## src/rtl/memory_block_pkg.sv

```systemverilog
// Shared constants for the memory stage: opcodes, load/store funct3 codes,
// FSM state encoding and access-size helpers.
package memory_block_pkg;

  localparam logic [6:0] OP_LOAD  = 7'b0000011;
  localparam logic [6:0] OP_STORE = 7'b0100011;

  localparam logic [2:0] F3_LB  = 3'd0;
  localparam logic [2:0] F3_LH  = 3'd1;
  localparam logic [2:0] F3_LW  = 3'd2;
  localparam logic [2:0] F3_LD  = 3'd3;
  localparam logic [2:0] F3_LBU = 3'd4;
  localparam logic [2:0] F3_LHU = 3'd5;
  localparam logic [2:0] F3_LWU = 3'd6;

  localparam logic [2:0] F3_SB = 3'd0;
  localparam logic [2:0] F3_SH = 3'd1;
  localparam logic [2:0] F3_SW = 3'd2;
  localparam logic [2:0] F3_SD = 3'd3;

  typedef enum logic [1:0] {
    ST_IDLE   = 2'd0,
    ST_ACCESS = 2'd1,
    ST_DONE   = 2'd2
  } state_e;

  // funct3[1:0] encodes log2(bytes) for every defined load and store.
  function automatic logic [7:0] size_strobe(input logic [1:0] size);
    logic [7:0] strobe;
    case (size)
      2'd0:    strobe = 8'h01;
      2'd1:    strobe = 8'h03;
      2'd2:    strobe = 8'h0F;
      default: strobe = 8'hFF;
    endcase
    return strobe;
  endfunction

endpackage

```

## src/rtl/memory_block_if.sv

```systemverilog
// Data-memory bus between memory_block (master) and the memory (slave).
interface memory_block_if;

  logic        dmem_req_o;
  logic        dmem_we_o;
  logic [63:0] dmem_addr_o;
  logic [63:0] dmem_wdata_o;
  logic [7:0]  dmem_wstrb_o;
  logic        dmem_ack_i;
  logic [63:0] dmem_rdata_i;

  modport master (
    output dmem_req_o, dmem_we_o, dmem_addr_o, dmem_wdata_o, dmem_wstrb_o,
    input  dmem_ack_i, dmem_rdata_i
  );

  modport slave (
    input  dmem_req_o, dmem_we_o, dmem_addr_o, dmem_wdata_o, dmem_wstrb_o,
    output dmem_ack_i, dmem_rdata_i
  );

endinterface

```

## src/rtl/mem_align.sv

```systemverilog
// Load lane selection: shifts the read doubleword down by the byte offset and
// sign- or zero-extends the selected width according to funct3.
module mem_align
  import memory_block_pkg::*;
(
  input  logic [63:0] rdata_i,
  input  logic [2:0]  offset_i,
  input  logic [2:0]  funct3_i,
  output logic [63:0] data_o
);

  logic [63:0] w_shifted;

  assign w_shifted = rdata_i >> {offset_i, 3'b000};

  // NOTE: data_o gets a default before the case so no path leaves it unassigned,
  // which would otherwise infer a latch.
  always_comb begin
    data_o = '0;
    case (funct3_i)
      F3_LB:   data_o = {{56{w_shifted[7]}},  w_shifted[7:0]};
      F3_LH:   data_o = {{48{w_shifted[15]}}, w_shifted[15:0]};
      F3_LW:   data_o = {{32{w_shifted[31]}}, w_shifted[31:0]};
      F3_LD:   data_o = w_shifted;
      F3_LBU:  data_o = {56'd0, w_shifted[7:0]};
      F3_LHU:  data_o = {48'd0, w_shifted[15:0]};
      F3_LWU:  data_o = {32'd0, w_shifted[31:0]};
      default: data_o = '0;
    endcase
  end

endmodule

```

## src/rtl/memory_block.sv

```systemverilog
// Memory stage: accepts one instruction at a time, performs at most one data
// access with timeout, and emits a registered writeback bundle.
// Optional feature macro: MEM_MISALIGN_TRAP_EN (trap misaligned accesses).
module memory_block
  import memory_block_pkg::*;
#(
  parameter int TIMEOUT_CYCLES = 255
) (
  input  logic           clk,
  input  logic           reset,
  input  logic [63:0]    pc_i,
  input  logic           pc_i_valid,
  input  logic [31:0]    inst_i,
  input  logic           inst_i_valid,
  input  logic [63:0]    rdata_i,
  input  logic           rdata_i_valid,
  input  logic [63:0]    wdata_i,
  input  logic           wdata_i_valid,
  output logic           busy_o,
  memory_block_if.master dmem,
  output logic [63:0]    pc_o,
  output logic [31:0]    inst_o,
  output logic [63:0]    wb_data_o,
  output logic           wb_valid_o,
  output logic           err_o
);

  state_e      r_state;
  logic        r_busy;
  logic        r_req;
  logic        r_we;
  logic [63:0] r_addr;
  logic [63:0] r_wdata;
  logic [7:0]  r_wstrb;
  logic [63:0] r_cnt;
  logic [63:0] r_pc;
  logic [31:0] r_inst;
  logic        r_is_load;
  logic [2:0]  r_funct3;
  logic [2:0]  r_offset;
  logic [63:0] r_result;
  logic        r_result_err;
  logic [63:0] r_pc_o;
  logic [31:0] r_inst_o;
  logic [63:0] r_wb_data;
  logic        r_wb_valid;
  logic        r_err;

  logic        w_is_load;
  logic        w_is_store;
  logic        w_is_mem;
  logic [2:0]  w_funct3;
  logic        w_f3_ok;
  logic [1:0]  w_size;
  logic [2:0]  w_low;
  logic [2:0]  w_offset;
  logic        w_misaligned;
  logic [7:0]  w_wstrb;
  logic [63:0] w_wdata;
  logic        w_accept;
  logic        w_timeout;
  logic [63:0] w_load_data;

  always_comb begin
    w_is_load  = (inst_i[6:0] == OP_LOAD);
    w_is_store = (inst_i[6:0] == OP_STORE);
    w_is_mem   = w_is_load | w_is_store;
    w_funct3   = inst_i[14:12];
    w_f3_ok    = w_is_load ? (w_funct3 != 3'd7) : !w_funct3[2];
    w_size     = w_funct3[1:0];
    w_low      = 3'((4'd1 << w_size) - 4'd1);
`ifdef MEM_MISALIGN_TRAP_EN
    w_misaligned = |(rdata_i[2:0] & w_low);
    w_offset     = rdata_i[2:0];
`else
    // Without the trap, the address is rounded down to the access size.
    w_misaligned = 1'b0;
    w_offset     = rdata_i[2:0] & ~w_low;
`endif
    w_wstrb   = size_strobe(w_size) << w_offset;
    w_wdata   = wdata_i << {w_offset, 3'b000};
    w_accept  = pc_i_valid & inst_i_valid & rdata_i_valid & wdata_i_valid &
                !r_busy & (r_state == ST_IDLE);
    w_timeout = (r_cnt == 64'(TIMEOUT_CYCLES) - 64'd1);
  end

  mem_align u_mem_align (
    .rdata_i  (dmem.dmem_rdata_i),
    .offset_i (r_offset),
    .funct3_i (r_funct3),
    .data_o   (w_load_data)
  );

  // NOTE: all state below uses non-blocking assignments so every register
  // samples pre-edge values, independent of statement order.
  always_ff @(posedge clk) begin
    if (reset) begin
      r_state      <= ST_IDLE;
      r_busy       <= 1'b0;
      r_req        <= 1'b0;
      r_we         <= 1'b0;
      r_addr       <= '0;
      r_wdata      <= '0;
      r_wstrb      <= '0;
      r_cnt        <= '0;
      r_pc         <= '0;
      r_inst       <= '0;
      r_is_load    <= 1'b0;
      r_funct3     <= '0;
      r_offset     <= '0;
      r_result     <= '0;
      r_result_err <= 1'b0;
      r_pc_o       <= '0;
      r_inst_o     <= '0;
      r_wb_data    <= '0;
      r_wb_valid   <= 1'b0;
      r_err        <= 1'b0;
    end else begin
      r_wb_valid <= 1'b0;
      r_err      <= 1'b0;
      case (r_state)
        ST_IDLE: begin
          if (w_accept) begin
            r_busy       <= 1'b1;
            r_pc         <= pc_i;
            r_inst       <= inst_i;
            r_is_load    <= w_is_load;
            r_funct3     <= w_funct3;
            r_offset     <= w_offset;
            r_result     <= '0;
            r_result_err <= 1'b0;
            if (w_is_mem && !w_f3_ok) begin
              r_result_err <= 1'b1;
              r_state      <= ST_DONE;
            end else if (w_is_mem && w_misaligned) begin
              r_result     <= rdata_i;
              r_result_err <= 1'b1;
              r_state      <= ST_DONE;
            end else if (w_is_mem) begin
              r_req   <= 1'b1;
              r_we    <= w_is_store;
              r_addr  <= {rdata_i[63:3], 3'b000};
              r_wdata <= w_is_store ? w_wdata : '0;
              r_wstrb <= w_is_store ? w_wstrb : '0;
              r_cnt   <= '0;
              r_state <= ST_ACCESS;
            end else begin
              r_result <= rdata_i;
              r_state  <= ST_DONE;
            end
          end
        end
        ST_ACCESS: begin
          // A same-cycle ack wins over the timeout.
          if (dmem.dmem_ack_i || w_timeout) begin
            r_req        <= 1'b0;
            r_we         <= 1'b0;
            r_addr       <= '0;
            r_wdata      <= '0;
            r_wstrb      <= '0;
            r_result     <= (dmem.dmem_ack_i && r_is_load) ? w_load_data : '0;
            r_result_err <= !dmem.dmem_ack_i;
            r_state      <= ST_DONE;
          end else begin
            r_cnt <= r_cnt + 64'd1;
          end
        end
        ST_DONE: begin
          r_busy     <= 1'b0;
          r_pc_o     <= r_pc;
          r_inst_o   <= r_inst;
          r_wb_data  <= r_result;
          r_wb_valid <= 1'b1;
          r_err      <= r_result_err;
          r_state    <= ST_IDLE;
        end
        default: r_state <= ST_IDLE;
      endcase
    end
  end

  assign busy_o            = r_busy;
  assign dmem.dmem_req_o   = r_req;
  assign dmem.dmem_we_o    = r_we;
  assign dmem.dmem_addr_o  = r_addr;
  assign dmem.dmem_wdata_o = r_wdata;
  assign dmem.dmem_wstrb_o = r_wstrb;
  assign pc_o              = r_pc_o;
  assign inst_o            = r_inst_o;
  assign wb_data_o         = r_wb_data;
  assign wb_valid_o        = r_wb_valid;
  assign err_o             = r_err;

endmodule
```

## src/flat_wrapper.sv

```systemverilog
// flat-port wrapper written by rule: the top's interface ports become plain ports
module memory_block_flat import memory_block_pkg::*;
#(
  parameter int TIMEOUT_CYCLES = 255
)
  (clk, reset, pc_i, pc_i_valid, inst_i, inst_i_valid, rdata_i, rdata_i_valid, wdata_i, wdata_i_valid, busy_o, pc_o, inst_o, wb_data_o, wb_valid_o, err_o, dmem_dmem_req_o, dmem_dmem_we_o, dmem_dmem_addr_o, dmem_dmem_wdata_o, dmem_dmem_wstrb_o, dmem_dmem_ack_i, dmem_dmem_rdata_i);
  memory_block_if dmem_i ();
  input  logic clk;
  input  logic reset;
  input  logic [63:0] pc_i;
  input  logic pc_i_valid;
  input  logic [31:0] inst_i;
  input  logic inst_i_valid;
  input  logic [63:0] rdata_i;
  input  logic rdata_i_valid;
  input  logic [63:0] wdata_i;
  input  logic wdata_i_valid;
  output logic busy_o;
  output logic [63:0] pc_o;
  output logic [31:0] inst_o;
  output logic [63:0] wb_data_o;
  output logic wb_valid_o;
  output logic err_o;
  output wire logic [$bits(dmem_i.dmem_req_o)-1:0] dmem_dmem_req_o;
  output wire logic [$bits(dmem_i.dmem_we_o)-1:0] dmem_dmem_we_o;
  output wire logic [$bits(dmem_i.dmem_addr_o)-1:0] dmem_dmem_addr_o;
  output wire logic [$bits(dmem_i.dmem_wdata_o)-1:0] dmem_dmem_wdata_o;
  output wire logic [$bits(dmem_i.dmem_wstrb_o)-1:0] dmem_dmem_wstrb_o;
  input wire logic [$bits(dmem_i.dmem_ack_i)-1:0] dmem_dmem_ack_i;
  input wire logic [$bits(dmem_i.dmem_rdata_i)-1:0] dmem_dmem_rdata_i;
  assign dmem_dmem_req_o = dmem_i.dmem_req_o;
  assign dmem_dmem_we_o = dmem_i.dmem_we_o;
  assign dmem_dmem_addr_o = dmem_i.dmem_addr_o;
  assign dmem_dmem_wdata_o = dmem_i.dmem_wdata_o;
  assign dmem_dmem_wstrb_o = dmem_i.dmem_wstrb_o;
  assign dmem_i.dmem_ack_i = dmem_dmem_ack_i;
  assign dmem_i.dmem_rdata_i = dmem_dmem_rdata_i;
  memory_block #(.TIMEOUT_CYCLES(TIMEOUT_CYCLES)) u_core (.clk(clk), .reset(reset), .pc_i(pc_i), .pc_i_valid(pc_i_valid), .inst_i(inst_i), .inst_i_valid(inst_i_valid), .rdata_i(rdata_i), .rdata_i_valid(rdata_i_valid), .wdata_i(wdata_i), .wdata_i_valid(wdata_i_valid), .busy_o(busy_o), .dmem(dmem_i), .pc_o(pc_o), .inst_o(inst_o), .wb_data_o(wb_data_o), .wb_valid_o(wb_valid_o), .err_o(err_o));
endmodule
```

## config.mk

```make
export PLATFORM = sky130hd
export DESIGN_NAME = memory_block_flat
export DESIGN_NICKNAME = d
export VERILOG_FILES = /design/src/rtl/memory_block_pkg.sv /design/src/rtl/memory_block_if.sv /design/src/rtl/mem_align.sv /design/src/rtl/memory_block.sv /design/src/flat_wrapper.sv
export SDC_FILE = /design/constraint.sdc
export NUM_CORES = 1
export LEC_CHECK = 0
export CAP_MARGIN = 20
export CORE_MARGIN = 5
export CORE_UTILIZATION = 45
export DETAILED_ROUTE_END_ITERATION = 6
export PLACE_DENSITY = 0.75
export SYNTH_ARGS = -nofsm -noshare
export SYNTH_HDL_FRONTEND = slang
export SYNTH_HIERARCHICAL = 1
export SYNTH_SLANG_ARGS = --single-unit
```

## constraint.sdc

```tcl
create_clock -name clk -period 6.2 [get_ports clk]
set_input_delay 1.24 -clock clk [delete_from_list [all_inputs] [get_ports clk]]
set_output_delay 1.24 -clock clk [all_outputs]
set_load 0.01 [all_outputs]
```

==> flow_summary.ini, run 1 <==
[drt]
drc = 0
wl_per_cell_um = 22.8
drtIter0Drc = 2342
firstDrtPassIters = 6
routed_wl_mm = 92.3
via_per_inst = 5.96
vias = 24077
postRouteAntennaNets = 0

[setup_path]
arrival_ns = 4.58
path_cells = clkdlybuf4s50_1 -> and2_1 -> o21ai_0 -> a31o_2 -> o211ai_1 -> nor2b_4 -> buf_4 -> a22o_1
critical_path_buf_inv_count = 2
cpLargestDelayFamily = simple AND/OR/NAND/NOR gates
r2r_start = u_core/r_cnt[1]
start_kind = input pin
worstPathRequired_ns = 6.77
critical_path_class = in2reg
worstSetupEndpointType = register
critPathLaunch = inst_i[13]
cp_max_fo = 39
crit_slowest_cell = nor2b_4
max_stage_delay_ns = 0.93

[timing]
fmax_mhz = 249
hold_viol = 0
period_share_pct = 64.7
finalCriticalPeriod_ns = 4.01
fin_hold_ws_ns = 0.446
slew_headroom_pct = 23.5
setup_violations = 0
final.setup.tns_ns = 0
fin_ws_ns = 2.19
rsz0062_at_grt = false
tightest_slew_ns = 1.15
skew_ns = 0.0482
drv_slew = 0

[final_layout]
drive_gt1_share_pct = 6.39
layout_commonest_cell = nand2_1
final_core_util_pct = 60.4
multiInputGateArea_mm2 = 0.0121
final_nets = 3602
design_area_mm2 = 0.0317
seq_area_mm2 = 0.0106
area_growth_pct = 32.9
final_cells = 4043
fill_cells = 4575
mostFrequentLayoutCells = 669 x nand2_1, 591 x clkdlybuf4s50_1, 526 x dfxtp_1

[pwr]
clock_power_share_pct = 45.3
p_comb_share_pct = 8.2
ir_drop_v = 0.000219
swShare_pct = 23.9
power_density_mw_per_mm2 = 233
p_sw_mw = 1.77
power_frac_seq_pct = 46.5
p_leak_nw = 10.5
p_total_mw = 7.40
p_int_mw = 5.63

[clock_network]
ctsRootBufferMaster = clkbuf_16
ctsHoldBuffers = 0
cts_tree = done
cts.sinks = 529
insertion_delay_ns = 0.63
post_cts_buffers = 0
cts_buffer_depth = 3
cts_resized = 0
clkTransAtPathRegs_ns = 0.06
htree_levels = 2
cts_buffers = 55

[place]
place_area_mm2 = 0.0298
hpwl_mm = 65.5
routabilityCongestion = 1.00
portBuffers = 592
dpl_worst_slack_ns = 1.67
dp.cells = 3933

[logic_synthesis]
synth-edff-count = 0
synth_area_leaders = dfxtp_1 44%, nand2_1 11%, a21oi_1 6.1%
netlist_area_mm2 = 0.0239
synth.avg_cell_area_um2 = 8.31
ys_seq_area_share_pct = 44.3
synth_top_area_cell = dfxtp_1
synth-main-ff-cell = dfxtp_1
syn_inst = 2874
ys_ff_latch = 529
yosysUniqueCellTypes = 70
async_flop_share_pct = 0
yosys_warnings = 6
synth_top_area_share_pct = 44.3

[floorplan]
placeableCoreArea_mm2 = 0.0526
initial_core_util_pct = 45.5
num_io_pins = 596
fp.dieW_um = 240
die-area_mm2 = 0.0578
die_h_um = 240
fp-row-count = 84

[global_routing]
grt_pass1_vias = 22781
grt_first_pass_wirelength_mm = 136
grt_use_total_pct = 29.7
overflow = 0
antenna_found_initial = 13
grt_max_degree = 253

[job]
maxCapViolations = 0

[hold_path]
min_from = u_core/r_pc[53]
hp-class = reg2reg

[outcome]
outcome = complete, no violations
-- flip-flops by register name, summed over array words and instances, names as in the netlist, 2 cells and up --
signal	flops
u_core/r_inst	32
u_core/pc_o	64
u_core/dmem.dmem_wdata_o	64
u_core/r_result	64
u_core/r_state	2
u_core/dmem.dmem_wstrb_o	8
u_core/r_cnt	64
u_core/dmem.dmem_addr_o	61
u_core/r_pc	64
u_core/r_offset	3
u_core/wb_data_o	64
u_core/inst_o	32
-- worst paths after layout --
kind,slack [ns],to,cells past startpoint
worst min-delay path,0.45,u_core/pc_o[53],2
worst min register to register,0.45,u_core/pc_o[53],2
worst max register to register,2.74,u_core/dmem.dmem_wstrb_o[3],8
worst max-delay path,2.19,u_core/dmem.dmem_addr_o[33],8
-- routing by layer --
| metal | up-vias | GRT usage (%) | part of all wire (%) |
|---|---|---|---|
| met5 | - | 0 | 0.061 |
| met3 | 223 | 7.99 | 10 |
| met1 | 11447 | 35.7 | 37 |
| met4 | 10 | 12.4 | 4.5 |
| li1 | 11122 | - | - |
| met2 | 1275 | 50.4 | 48 |
-- worst min-delay path, stage by stage (launching register included) --
cell and delay (ns):
dfxtp_1 0.31, nand2_1 0.05, a21oi_1 0.05
-- cells in the mapped netlist (17+ instances only) --
cell / number
a21oi_1: 293
a221oi_1: 80
a22o_1: 61
a31oi_1: 27
and2_1: 18
and3_1: 21
buf_2: 34
clkbuf_1: 172
dfxtp_1: 529
mux2i_1: 92
mux4_2: 29
nand2_1: 670
nand3_1: 45
nand3b_1: 74
nand4_1: 60
nor2_1: 126
nor2b_1: 17
nor3_1: 78
nor4_1: 17
o21ai_0: 174
o31ai_1: 49
-- power by group through the flow --
stage                     clock (mW)  sequential [mW]  combinational [mW]
final                           3.35             3.44               0.607
after global routing            3.55             3.44               0.637
after CTS                       3.40             3.44               0.593
after detailed placement           0             3.51               0.589
after global placement             0             3.51               0.585
after floorplan                    0             3.51               0.269
-- kinds of logic (layout without fill, tap and decap cells) --
family,Yosys count,count (layout),synth area share [%]
AO/OA/AOI/OAI,746,746,19.2
AND/OR/NAND/NOR,1185,1185,23.2
buffers and inverters,266,738,5.22
flip-flops,529,529,44.3
multiplexers,145,145,7.92
adder cells (fa/ha/maj),2,2,0.105
other,1,10,0.0157
-- layout make-up --
class | instances | share of cell area, %
Multi-Input combinational cell | 2081 | 38.3
Sequential cell | 529 | 33.4
Timing Repair Buffer | 629 | 19.7
Clock buffer | 83 | 5.08
Tap cell | 688 | 2.71
Clock inverter | 17 | 0.678
Inverter | 9 | 0.106
Antenna cell | 7 | 0.0552
(Power assumes the default switching activity.)
==> run 2: changes to the inputs <==
==> constraint.sdc (replaced) <==
create_clock -name clk -period 4 [get_ports clk]
set_input_delay 0.8 -clock clk [delete_from_list [all_inputs] [get_ports clk]]
set_output_delay 0.8 -clock clk [all_outputs]
set_load 0.01 [all_outputs]
==> run 2 against run 1 <==
The flow now finishes with violations (design-rule violations). Highest routed layer unchanged. Critical path type is now reg2reg. Clock skew is 0.0071 ns higher. Non-clock buffer count increased by 20. Sequential share of layout area down 0.50 points. Sequential cell count unchanged. Combinational power rose by 58%. Cell area increased by 1.5%. Critical path depth decreased by 2. First-iteration DRC count is 27% higher. Utilization grew 0.91 points.
==> flow_summary.ini, run 2 (synthesis gave the netlist of run 1 again) <==
[job]
maxCapViolations = 0

[drt]
vias = 24162
postRouteAntennaNets = 0
wl_per_cell_um = 23.0
drc = 15
via_per_inst = 5.95
drtIter0Drc = 2974
firstDrtPassIters = 7
routed_wl_mm = 93.3

[setup_path]
start_kind = register
path_cells = nor2b_1 -> nand2_1 -> nand4_2 -> nand4_1 -> a221oi_1 -> nor3_1
max_stage_delay_ns = 0.72
cp_max_fo = 32
worstSetupEndpointType = register
arrival_ns = 3.66
crit_slowest_cell = dfxtp_2
rr_endpoint = u_core/r_result[36]
reg2reg_slack_ns = 0.84
r2r_start = u_core/r_offset[1]
worstPathRequired_ns = 4.49
critical_path_class = reg2reg
worstRegToRegCells = 6

[timing]
drv_slew = 0
tightest_slew_ns = 1.12
setup_violations = 0
rsz0062_at_grt = false
hold_viol = 0
period_share_pct = 79.1
fmax_mhz = 316
slew_headroom_pct = 25.0
finalCriticalPeriod_ns = 3.16
skew_ns = 0.0553
final.setup.tns_ns = 0

[place]
portBuffers = 592
routabilityCongestion = 0.981
hpwl_mm = 67.1

[clock_network]
htree_levels = 2
post_cts_buffers = 0
cts_tree = done
ctsHoldBuffers = 0
cts.sinks = 529
clkTransAtPathRegs_ns = 0.06
cts_buffers = 56
insertion_delay_ns = 0.65
ctsRootBufferMaster = clkbuf_16
cts_resized = 0
cts_buffer_depth = 3

[floorplan]
fp-row-count = 84
die-area_mm2 = 0.0578
num_io_pins = 596
placeableCoreArea_mm2 = 0.0526
initial_core_util_pct = 45.5
die_h_um = 240
fp.dieW_um = 240

[pwr]
p_leak_nw = 10.7
ir_drop_v = 0.000300
power_density_mw_per_mm2 = 374
p_total_mw = 12.1

[final_layout]
area_growth_pct = 34.9
drive_gt1_share_pct = 7.27
final_nets = 3623
mostFrequentLayoutCells = 669 x nand2_1, 591 x clkdlybuf4s50_1, 526 x dfxtp_1
final_core_util_pct = 61.3
layout_commonest_cell = nand2_1

[global_routing]
grt_util_met2_pct = 51.3
grt_pass1_vias = 22871
met1_usage_pct = 37.2
top_usage_layer = met2
overflow = 0
antenna_found_initial = 9
grt_max_degree = 250
grt_use_total_pct = 30.1
met3_usage_pct = 6.99
grt_first_pass_wirelength_mm = 138

[outcome]
outcome = complete, but fails checks
violations = design-rule violations

[hold_path]
hold_end = u_core/inst_o[31]
holdPathStages = 2
min_from = u_core/r_inst[31]
hp-class = reg2reg
==> run 2: metrics by stage <==
stage / setup WS, ns / hold slack (ns) / instances / instance area, µm²
finish: 0.836 / 0.416 / 4064 / 32200
floorplan: 1.25 / 0.431 / 2876 / 23900
detailed placement: 0.502 / 0.443 / 3955 / 30100
global route: 0.660 / 0.464 / 4061 / 32200
global placement: 0.537 / 0.436 / 3954 / 30100
CTS: 0.893 / 0.424 / 4059 / 32200
==> run 2: worst max-delay path by stage <==
stage	endpoint	slack [ns]	depth (start not counted)	start
floorplan	u_core/dmem.dmem_wdata_o[0]	1.25	9	inst_i[13]
global placement	u_core/r_cnt[50]	0.54	5	dmem_dmem_ack_i
detailed placement	u_core/dmem.dmem_wdata_o[43]	0.50	7	inst_i[12]
CTS	u_core/r_cnt[27]	0.89	8	u_core/r_cnt[1]
global route	u_core/r_cnt[27]	0.66	8	u_core/r_cnt[1]
finish	u_core/r_result[36]	0.84	6	u_core/r_offset[1]
==> run 2: where the power goes <==
group	internal, mW	switching, mW
Sequential	5.31	0.0258
Combinational	0.447	0.514
Clock	3.43	2.34
==> run 2: area by class of cell <==
class | instances | area [µm²]
inverters | 9 | 33.8
clock inverters | 30 | 489
clock buffers | 74 | 1570
multi-input cells | 2081 | 12100
flip-flops and latches | 529 | 10600
well taps | 688 | 861
repair buffers | 649 | 6520
diodes | 4 | 10.0
fillers | 4440 | 20300
==> run 2: worst max-delay path, delay by kind of cell, from the launching register on <==
family             cells  cell delay [ns]
and+or+nand+nor        5             1.91
AOI/OAI and AO/OA      1             0.37
DFF                    1             0.72
==> run 2: per-layer routing <==
metal / up-vias / wire length, µm
li1: 11140 / -
met5: - / 61
met3: 235 / 8390
met4: 10 / 3950
met2: 1286 / 45200
met1: 11491 / 35700
